<file path="config.mk">
export PLATFORM = sky130hd
export DESIGN_NAME = normalize_seq_flat
export DESIGN_NICKNAME = d
export VERILOG_FILES = /design/src/rtl/normalize_seq_if.sv /design/src/rtl/normalize_seq.sv /design/src/flat_wrapper.sv
export SDC_FILE = /design/constraint.sdc
export NUM_CORES = 1
export LEC_CHECK = 0
export BUFFER_PORTS_ARGS = -buffer_cell sky130_fd_sc_hd__clkbuf_2
export CAP_MARGIN = 0
export CORE_MARGIN = 5
export CORE_UTILIZATION = 60
export CTS_BUF_LIST = sky130_fd_sc_hd__clkbuf_16
export CTS_CLUSTER_SIZE = 12
export DETAILED_ROUTE_END_ITERATION = 6
export PLACE_DENSITY = 0.94
export SETUP_SLACK_MARGIN = 0.02
export SYNTH_ARGS = -nofsm -noshare
export SYNTH_HDL_FRONTEND = slang
export SYNTH_SLANG_ARGS = --single-unit
</file>
<file path="constraint.sdc">
create_clock -name clk -period 12.95 [get_ports clk]
set_clock_uncertainty 0.1 [all_clocks]
set_input_delay 0.6475 -clock clk [delete_from_list [all_inputs] [get_ports clk]]
set_output_delay 0.6475 -clock clk [all_outputs]
set_load 0.01 [all_outputs]
</file>
<file path="src/rtl/normalize_seq_if.sv">
// Handshake bundle for the post-add normaliser: operand side (ALU) and result side (rounder).
// Latency: n/a (signal bundle only).
// Backpressure: in_valid/in_ready on the operand side, out_valid/out_ready on the result side.
// Ports: in_valid/in_ready/sig/carryout/exp from the ALU; out_valid/out_ready/sig_norm/exp_norm/
//        lshift/sticky/zero/denorm/overflow toward the rounder.
interface normalize_seq_if #(
    parameter int SIG_W = 24,
    parameter int EXP_W = 8
) ();
    localparam int LS_W = $clog2(SIG_W + 1);

    logic             in_valid;
    logic             in_ready;
    logic [SIG_W-1:0] sig;
    logic             carryout;
    logic [EXP_W-1:0] exp;

    logic             out_valid;
    logic             out_ready;
    logic [SIG_W-1:0] sig_norm;
    logic [EXP_W-1:0] exp_norm;
    logic [LS_W-1:0]  lshift;
    logic             sticky;
    logic             zero;
    logic             denorm;
    logic             overflow;

    // Driven by the ALU / consumed by the rounder.
    modport master (
        output in_valid, sig, carryout, exp, out_ready,
        input  in_ready, out_valid, sig_norm, exp_norm, lshift, sticky, zero, denorm, overflow
    );

    // The normaliser itself.
    modport slave (
        input  in_valid, sig, carryout, exp, out_ready,
        output in_ready, out_valid, sig_norm, exp_norm, lshift, sticky, zero, denorm, overflow
    );
endinterface

</file>
<file path="src/rtl/normalize_seq.sv">
// Post-add normaliser: classifies the summed significand, then left-normalises SHIFT_STEP bits/cycle.
// Latency: 1 cycle for carry/zero/denormal/normal/exp==1 cases, 1+ceil(min(lz,exp-1)/SHIFT_STEP) otherwise.
// Backpressure: one operation in flight; in_ready only when idle, result held in DONE until out_ready.
// Ports: clk, rst_n (async active-low), bus (normalize_seq_if.slave: operand and result handshakes).
module normalize_seq #(
    parameter int SIG_W      = 24,
    parameter int EXP_W      = 8,
    parameter int SHIFT_STEP = 4
) (
    input  logic            clk,
    input  logic            rst_n,
    normalize_seq_if.slave  bus
);
    localparam int LS_W = $clog2(SIG_W + 1);
    // Common width for comparing shift counts against the exponent without truncation.
    localparam int CW   = ((EXP_W > LS_W) ? EXP_W : LS_W) + 1;
    localparam logic [EXP_W-1:0] EXP_ALL1 = '1;

    typedef enum logic [1:0] {
        S_IDLE  = 2'd0,
        S_SHIFT = 2'd1,
        S_DONE  = 2'd2
    } state_t;

    state_t           r_state;
    logic [SIG_W-1:0] r_sig;
    logic [EXP_W-1:0] r_exp;
    logic [LS_W-1:0]  r_lshift;
    logic             r_sticky;
    logic             r_zero;
    logic             r_denorm;
    logic             r_overflow;

    state_t           w_state_nxt;
    logic [SIG_W-1:0] w_sig_nxt;
    logic [EXP_W-1:0] w_exp_nxt;
    logic [LS_W-1:0]  w_lshift_nxt;
    logic             w_sticky_nxt;
    logic             w_zero_nxt;
    logic             w_denorm_nxt;
    logic             w_overflow_nxt;

    logic [LS_W-1:0]  w_lz;
    logic [CW-1:0]    w_expm1;
    logic [CW-1:0]    w_k_ext;
    logic [LS_W-1:0]  w_k;
    logic [SIG_W-1:0] w_sig_sh;
    logic [EXP_W-1:0] w_exp_sh;

    // Leading-zero count of the working significand; ascending scan so the highest set bit wins.
    always_comb begin
        w_lz = LS_W'(SIG_W);
        for (int i = 0; i < SIG_W; i++) begin
            if (r_sig[i]) begin
                w_lz = LS_W'(SIG_W - 1 - i);
            end
        end
    end

    // Step size: never more than the zeros available, the per-cycle limit, or what keeps exp >= 1.
    assign w_expm1 = CW'(r_exp) - CW'(1);

    always_comb begin
        w_k_ext = CW'(w_lz);
        if (w_k_ext > CW'(SHIFT_STEP)) begin
            w_k_ext = CW'(SHIFT_STEP);
        end
        if (w_k_ext > w_expm1) begin
            w_k_ext = w_expm1;
        end
    end

    assign w_k      = LS_W'(w_k_ext);
    assign w_sig_sh = r_sig << w_k;
    assign w_exp_sh = r_exp - EXP_W'(w_k);

    always_ff @(posedge clk or negedge rst_n) begin
        if (!rst_n) begin
            r_state    <= S_IDLE;
            r_sig      <= '0;
            r_exp      <= '0;
            r_lshift   <= '0;
            r_sticky   <= 1'b0;
            r_zero     <= 1'b0;
            r_denorm   <= 1'b0;
            r_overflow <= 1'b0;
        end else begin
            r_state    <= w_state_nxt;
            r_sig      <= w_sig_nxt;
            r_exp      <= w_exp_nxt;
            r_lshift   <= w_lshift_nxt;
            r_sticky   <= w_sticky_nxt;
            r_zero     <= w_zero_nxt;
            r_denorm   <= w_denorm_nxt;
            r_overflow <= w_overflow_nxt;
        end
    end

    always_comb begin
        w_state_nxt    = r_state;
        w_sig_nxt      = r_sig;
        w_exp_nxt      = r_exp;
        w_lshift_nxt   = r_lshift;
        w_sticky_nxt   = r_sticky;
        w_zero_nxt     = r_zero;
        w_denorm_nxt   = r_denorm;
        w_overflow_nxt = r_overflow;

        unique case (r_state)
            S_IDLE: begin
                if (bus.in_valid) begin
                    w_sig_nxt      = bus.sig;
                    w_exp_nxt      = bus.exp;
                    w_lshift_nxt   = '0;
                    w_sticky_nxt   = 1'b0;
                    w_zero_nxt     = 1'b0;
                    w_denorm_nxt   = 1'b0;
                    w_overflow_nxt = 1'b0;
                    w_state_nxt    = S_DONE;
                    if (bus.carryout) begin
                        w_sticky_nxt = bus.sig[0];
                        // exp = all-ones is also caught here so exp+1 can never wrap to zero.
                        if (bus.exp >= EXP_ALL1 - EXP_W'(1)) begin
                            w_overflow_nxt = 1'b1;
                            w_sig_nxt      = '0;
                            w_exp_nxt      = EXP_ALL1;
                        end else begin
                            w_sig_nxt = {1'b1, bus.sig[SIG_W-1:1]};
                            w_exp_nxt = bus.exp + EXP_W'(1);
                        end
                    end else if (bus.sig == '0) begin
                        w_exp_nxt  = '0;
                        w_zero_nxt = 1'b1;
                    end else if (bus.exp == '0) begin
                        w_denorm_nxt = 1'b1;
                    end else if (bus.sig[SIG_W-1]) begin
                        w_state_nxt = S_DONE;
                    end else if (bus.exp == EXP_W'(1)) begin
                        w_exp_nxt    = '0;
                        w_denorm_nxt = 1'b1;
                    end else begin
                        w_state_nxt = S_SHIFT;
                    end
                end
            end

            S_SHIFT: begin
                // exp_r >= 2 and MSB = 0 here, so every step moves at least one position.
                w_sig_nxt    = w_sig_sh;
                w_exp_nxt    = w_exp_sh;
                w_lshift_nxt = r_lshift + w_k;
                if (w_sig_sh[SIG_W-1]) begin
                    w_state_nxt = S_DONE;
                end else if (w_exp_sh == EXP_W'(1)) begin
                    // Ran out of exponent before reaching a leading one: becomes denormal.
                    w_exp_nxt    = '0;
                    w_denorm_nxt = 1'b1;
                    w_state_nxt  = S_DONE;
                end
            end

            S_DONE: begin
                if (bus.out_ready) begin
                    w_state_nxt = S_IDLE;
                end
            end

            default: begin
                w_state_nxt = S_IDLE;
            end
        endcase
    end

    assign bus.in_ready  = (r_state == S_IDLE);
    assign bus.out_valid = (r_state == S_DONE);
    assign bus.sig_norm  = r_sig;
    assign bus.exp_norm  = r_exp;
    assign bus.lshift    = r_lshift;
    assign bus.sticky    = r_sticky;
    assign bus.zero      = r_zero;
    assign bus.denorm    = r_denorm;
    assign bus.overflow  = r_overflow;

endmodule
</file>
<file path="src/flat_wrapper.sv">
// flat-port wrapper written by rule: the top's interface ports become plain ports
module normalize_seq_flat 
#(
    parameter int SIG_W      = 24,
    parameter int EXP_W      = 8,
    parameter int SHIFT_STEP = 4
)
  (clk, rst_n, bus_in_valid, bus_sig, bus_carryout, bus_exp, bus_out_ready, bus_in_ready, bus_out_valid, bus_sig_norm, bus_exp_norm, bus_lshift, bus_sticky, bus_zero, bus_denorm, bus_overflow);
  normalize_seq_if #(.SIG_W(SIG_W), .EXP_W(EXP_W)) bus_i ();
  input  logic clk;
  input  logic rst_n;
  input wire logic [$bits(bus_i.in_valid)-1:0] bus_in_valid;
  input wire logic [$bits(bus_i.sig)-1:0] bus_sig;
  input wire logic [$bits(bus_i.carryout)-1:0] bus_carryout;
  input wire logic [$bits(bus_i.exp)-1:0] bus_exp;
  input wire logic [$bits(bus_i.out_ready)-1:0] bus_out_ready;
  output wire logic [$bits(bus_i.in_ready)-1:0] bus_in_ready;
  output wire logic [$bits(bus_i.out_valid)-1:0] bus_out_valid;
  output wire logic [$bits(bus_i.sig_norm)-1:0] bus_sig_norm;
  output wire logic [$bits(bus_i.exp_norm)-1:0] bus_exp_norm;
  output wire logic [$bits(bus_i.lshift)-1:0] bus_lshift;
  output wire logic [$bits(bus_i.sticky)-1:0] bus_sticky;
  output wire logic [$bits(bus_i.zero)-1:0] bus_zero;
  output wire logic [$bits(bus_i.denorm)-1:0] bus_denorm;
  output wire logic [$bits(bus_i.overflow)-1:0] bus_overflow;
  assign bus_i.in_valid = bus_in_valid;
  assign bus_i.sig = bus_sig;
  assign bus_i.carryout = bus_carryout;
  assign bus_i.exp = bus_exp;
  assign bus_i.out_ready = bus_out_ready;
  assign bus_in_ready = bus_i.in_ready;
  assign bus_out_valid = bus_i.out_valid;
  assign bus_sig_norm = bus_i.sig_norm;
  assign bus_exp_norm = bus_i.exp_norm;
  assign bus_lshift = bus_i.lshift;
  assign bus_sticky = bus_i.sticky;
  assign bus_zero = bus_i.zero;
  assign bus_denorm = bus_i.denorm;
  assign bus_overflow = bus_i.overflow;
  normalize_seq #(.SIG_W(SIG_W), .EXP_W(EXP_W), .SHIFT_STEP(SHIFT_STEP)) u_core (.clk(clk), .rst_n(rst_n), .bus(bus_i));
endmodule
</file>
# Yosys cells after proc, flatten, opt, wreduce, memory -nomap -nowiden
# Cells that the tools add are included.
op_classes:
  eq_ne: 9
  n_reduce_logical: 8
  magnitude_cmp: 3
  n_addsub: 4
  n_div: 0
  mul: 0
  n_bitwise: 0
  n_shift: 1
  mux: 66
ops:
  columns: ["operator", "n"]
  rows:
  - ["$mux 5", 26]
  - ["$mux 24", 3]
  - ["$mux 8", 9]
  - ["$pmux 24 s2", 1]
  - ["$logic_not 24->1", 1]
  - ["$shl 24x5->24", 1]
  - ["$mux 2", 9]
  - ["$eq 8x1->1 const B", 2]
  - ["$pmux 8 s2", 1]
  - ["$mux 1", 13]
  - ["$pmux 5 s2", 1]
  - ["$gt 5x9->1", 1]
  - ["$sub 8x1->9 const B", 1]
  - ["$add 8x1->8 const B", 1]
  - ["$ge 8x8->1 const B", 1]
  - ["$logic_not 8->1", 1]
  - ["$sub 8x5->8", 1]
  - ["$ne 2x2->1 const B", 3]
  - ["$pmux 2 s3", 1]
  - ["$add 5x5->5", 1]
  - ["$gt 5x3->1 const B", 1]
  - ["$mux 4", 1]
  - ["$reduce_and 2->1", 2]
  - ["$reduce_and 4->1", 1]
  - ["other kinds (8)", 8]
word_totals:
  ram_bits: 0
  regBits: 43
  output_inout_bits: 43
  word_cells: 99
  in_bits: 37
  latchBits: 0
  mem_count: 0
  mem_bits_ro: 0

# Logic depth before layout (Yosys ltp)
logic_depth:
  word_depth: 33
  mapped_depth: 23
  depth_no_buf: 21

# Worst setup path after synthesis
# No wires, ideal clock.
synth_timing:
  kind: "flip-flop to flip-flop"
  startpoint: "reg u_core.r_exp[0] (netlist: u_core.bus.exp_norm[0])"
  endpoint: "reg u_core.r_denorm (netlist: u_core.bus.denorm)"
  arrival_time_ps: 4951
  setup_time_ps: 77
  path_stages_with_launch: 24
  setup_slack_ps: 7822
  path_buffers: 3
  required_ps: 12773
  period_less_slack_ps: 5128
  path_cell_list: "dfrtp_1 -> inv_1 -> ha_1 -> nand2_1 -> xor2_1 -> ha_1 -> and4_1 -> a221o_1 -> o31a_4 -> and3_4 -> nor2_4 -> buf_4 -> inv_2 -> buf_2 -> buf_2 -> ha_1 -> nor2b_1 -> o21ai_0 -> nand2b_1 -> a211oi_1 -> xnor2_1 -> nand4_1 -> or4_1 -> a21oi_1"
synth_via:
  elab_chain_cells: 7
  elab_cells_between_ends: 9
  cone_classes: "add/sub: 2; order compare: 1; eq/ne: 3; shift: 1; mux: 1; reduce/logical: 1"
synth_rtl:
  columns: ["item", "line", "text"]
  rows:
  - ["from (decl)", "normalize_seq.sv:27", "logic [EXP_W-1:0] r_exp;"]
  - ["from (signal assigned)", "normalize_seq.sv:90", "r_exp <= w_exp_nxt;"]
  - ["$sub 8x1->9", "normalize_seq.sv:61", "assign w_expm1 = CW'(r_exp) - CW'(1);"]
  - ["$gt 5x9->1", "normalize_seq.sv:68", "if (w_k_ext > w_expm1) begin"]
  - ["$mux 5", "normalize_seq.sv:68", null]
  - ["$sub 8x5->8", "normalize_seq.sv:75", "assign w_exp_sh = r_exp - EXP_W'(w_k);"]
  - ["$eq 8x1->1", "normalize_seq.sv:154", "end else if (w_exp_sh == EXP_W'(1)) begin"]
  - ["$ne 2x1->1 (no source line)", null, null]
  - ["$reduce_and 4->1 (no source line) (*)", null, null]
  - ["to (signal assigned)", "normalize_seq.sv:94", "r_denorm <= w_denorm_nxt;"]
  - ["to (decl)", "normalize_seq.sv:31", "logic r_denorm;"]
# Mark *: on every way between the ends. The rest lies on a longest branch, timed or not.
# A chain may end at the register's enable or synchronous reset.

# Final worst setup path
# Ends and elaborated chain as after synthesis.

==> run_results.csv <==
group,metric,value,unit
clock_tree,clk_latency,0.29,ns
grt,overflow,0,
floorplan,start_util,60.89,%
detailed_routing,antenna_left,0,
worst_setup_path,reg2reg_depth,19,
synth,synth_edf_count,0,
clock_tree,h-tree-depth,2,
clock_tree,cts.sinks,43,
synth,synth_largest_area_cell,"dfrtp_1",
clock_tree,clk_path_buf_depth,2,
detailed_routing,routedWlPerCell,20.80,um
placed_design,gp_congestion,0.9685,
synth,synth.most_common_cell,"nand2_1",
detailed_routing,drc,0,
grt,grt_pass1_wl,25560,um
clock_tree,cts-root-buf,"clkbuf_16",
finish,drive_gt1_share,20.40,%
synth,synth_async_sr_flop_share,100.0,%
floorplan,die_area,0.009577,sq mm
detailed_routing,drt_iter0_drc,736,
grt,grt_pass1_vias,4953,
min_path,hold_path_class,"input port to asynchronous set/reset pin",
job,cap_violations,0,
sta,timing.final.crit_share,45.03,%
finish,fin_nets,709,
synth,synth_area,0.004632,sq mm
grt,antenna_found_initial,0,
floorplan,num_rows,32,
worst_setup_path,required,13.07,ns
floorplan,core-area,0.007607,sq mm
synth,ys_ff_latch,43,
power_and_ir_drop,power.density,345.4,mW/mm^2
finish,antenna_cells,0,
clock_tree,cts_buffers,5,
sta,rsz0062_at_grt,"false",
sta,min_period,5.831,ns
sta,slew_headroom,32.72,%
worst_setup_path,cp-start-kind,"flip-flop",
clock_tree,post_cts_resized,0,
sta,finalHoldViolCount,0,
synth,synth_area_leaders,"dfrtp_1 (23%), mux2i_1 (9.1%), nand2_1 (5.7%)",
worst_setup_path,max_stage_delay,0.53,ns
synth,synth_common_cells,"nand2_1 (70), nor2_1 (50), dfrtp_1 (43)",
finish,area_growth,12.05,%
detailed_routing,wl,15690,um
sta,maxSlewViolCount,0,
sta,fmax,171.5,MHz
finish,utilization,68.22,%
clock_tree,postCtsHoldBufs,0,
placed_design,port_buffers,79,
worst_setup_path,critical-path-top-delay-family,"simple AND/OR/NAND/NOR gates",
worst_setup_path,cp_slowest_cell,"nor2_4",
synth,ys_seq_area_share,23.23,%
power_and_ir_drop,leakagePower,2.317,nW
clock_tree,path_clk_slew,0.07,ns
power_and_ir_drop,total_power,1.793,mW
worst_setup_path,arrival,5.95,ns
worst_setup_path,crit_chain,"inv_1, ha_1, xnor2_1, ha_1, and4_1, a221o_1, o31a_4, and3_4, nor2_4, inv_2, ha_1, nor2b_1, o21ai_0, nand2b_1, a211oi_1, xnor2_1, nand4_1, or4_1, a21oi_1",
floorplan,die_x,97.86,um
worst_setup_path,worst-path-stages,19,
detailed_routing,dr.pass1.iters,7,
grt,grtUsageTotal,32.20,%
detailed_routing,viasPerCell,6.849,
worst_setup_path,path_common_cell,"ha_1",
worst_setup_path,endpoint_kind,"flip-flop",
placed_design,dp_hpwl,11350,um
floorplan,io_pins,80,
synth,ys_types,79,
power_and_ir_drop,irDropWorstVdd,0.1565,mV
synth,synth-main-ff-cell,"dfrtp_1",
worst_setup_path,worstSetupPathType,"flip-flop to flip-flop",
sta,tightest_slew,1.009,ns
worst_setup_path,crit_buf_inv,2,
clock_tree,cts_tree,"built",
grt,grt_max_degree,64,
synth,syn_inst,596,
floorplan,die-height,97.86,um
worst_setup_path,critPathMaxFanout,24,
synth,synth_top_area_share,23.23,%
sta,fin_tns_setup,0,ns
detailed_routing,vias,5164,
placed_design,place_area,0.005022,sq mm
synth,synth.avg_cell_area,7.772,sq um
finish,fin_area,0.005190,sq mm
outcome,outcome,"finished clean",
synth,yosysWarningCount,0,
sta,setup_viol,0,
clock_tree,cts_setup_buffers,0,
[sequential cells by signal, indices dropped and copies added, names as in the netlist]
name                 cells
u_core.bus.sig_norm     24
u_core.bus.zero          1
u_core.bus.denorm        1
u_core.bus.sticky        1
u_core.bus.overflow      1
u_core.r_state           2
u_core.bus.exp_norm      8
u_core.bus.lshift        5
[cell type report]
| cell class | instances | area, sq um |
|---|---|---|
| Fill cell | 638 | 2417 |
| Inverter | 20 | 75.07 |
| Clock inverter | 3 | 42.54 |
| Tap cell | 102 | 127.6 |
| Timing Repair Buffer | 86 | 447.9 |
| Sequential cell | 43 | 1076 |
| Clock buffer | 5 | 125.1 |
| Multi-Input combinational cell | 495 | 3296 |
[routing by layer]
layer / global-route usage [%] / routed length (um) / vias up
met5: 0 / 0 / -
met4: 11.18 / 442 / 0
met3: 7.214 / 1962 / 50
met2: 48.06 / 6840 / 387
met1: 45.91 / 6441 / 2409
li1: - / - / 2318
[kinds of logic after synthesis]
kind of cell               Yosys count  share of synthesized area, %
DFF                                 43                         23.23
adders and majority gates           21                         5.997
and+or+nand+nor                    223                         23.77
xor gates and xnor gates            11                         2.080
AOI/OAI and AO/OA                  187                         27.28
muxes                               51                         11.80
buffers and inverters               59                         5.754
other                                1                       0.08096
[cells in the final DEF (no fill, tap or decap), types with 6 or more instances in the layout]
cell type / netlist / final
a21o_1: 8 / 8
a21oi_1: 39 / 39
a31oi_1: 17 / 17
buf_4: 2 / 7
clkbuf_2: 0 / 79
dfrtp_1: 43 / 43
ha_1: 19 / 19
inv_1: 16 / 16
mux2_2: 6 / 6
mux2i_1: 42 / 42
nand2_1: 70 / 70
nand3_1: 32 / 32
nand4_1: 11 / 11
nor2_1: 50 / 49
nor2b_1: 11 / 11
nor3_1: 12 / 12
nor4_1: 10 / 10
o21ai_0: 41 / 41
o21ai_1: 6 / 6
o22ai_1: 12 / 12
xnor2_1: 6 / 6
[power breakdown]
group          total, mW  switching [mW]  internal, mW
Combinational       1.32           0.819         0.497
Clock              0.152          0.0604        0.0913
Sequential         0.324           0.128         0.196
[per-stage QoR]
step                      hold slack, ns  worst slack (ns)  std cells
after global placement            0.3536             7.463        746
after global routing              0.4156             6.797        754
after detailed placement          0.3723             7.157        746
after floorplan                   0.2519             7.822        597
after CTS                         0.3714             7.159        754
final                             0.3405             7.119        754
[worst paths after layout]
kind,start,slack [ns],to
max,u_core.bus.exp_norm[0]$_DFFE_PN0P_,7.12,u_core.bus.denorm$_DFFE_PN0P_
min,rst_n,0.34,u_core.bus.sig_norm[6]$_DFFE_PN0P_
max reg2reg,u_core.bus.exp_norm[0]$_DFFE_PN0P_,7.12,u_core.bus.denorm$_DFFE_PN0P_
min reg2reg,u_core.bus.sticky$_DFFE_PN0P_,0.39,u_core.bus.sticky$_DFFE_PN0P_
max in group asynchronous,rst_n,11.98,u_core.bus.sig_norm[21]$_DFFE_PN0P_
min in group clk,u_core.bus.sticky$_DFFE_PN0P_,0.39,u_core.bus.sticky$_DFFE_PN0P_
[worst reg2reg max path, stage by stage, from the launching register on]
cell and delay (ns):
dfrtp_1 0.51, inv_1 0.17, ha_1 0.29, xnor2_1 0.27, ha_1 0.31, and4_1 0.21
a221o_1 0.43, o31a_4 0.18, and3_4 0.22, nor2_4 0.53, inv_2 0.40, ha_1 0.44
nor2b_1 0.15, o21ai_0 0.14, nand2b_1 0.11, a211oi_1 0.28, xnor2_1 0.17, nand4_1 0.19
or4_1 0.52, a21oi_1 0.15
Power figures use the tool's default switching activity.
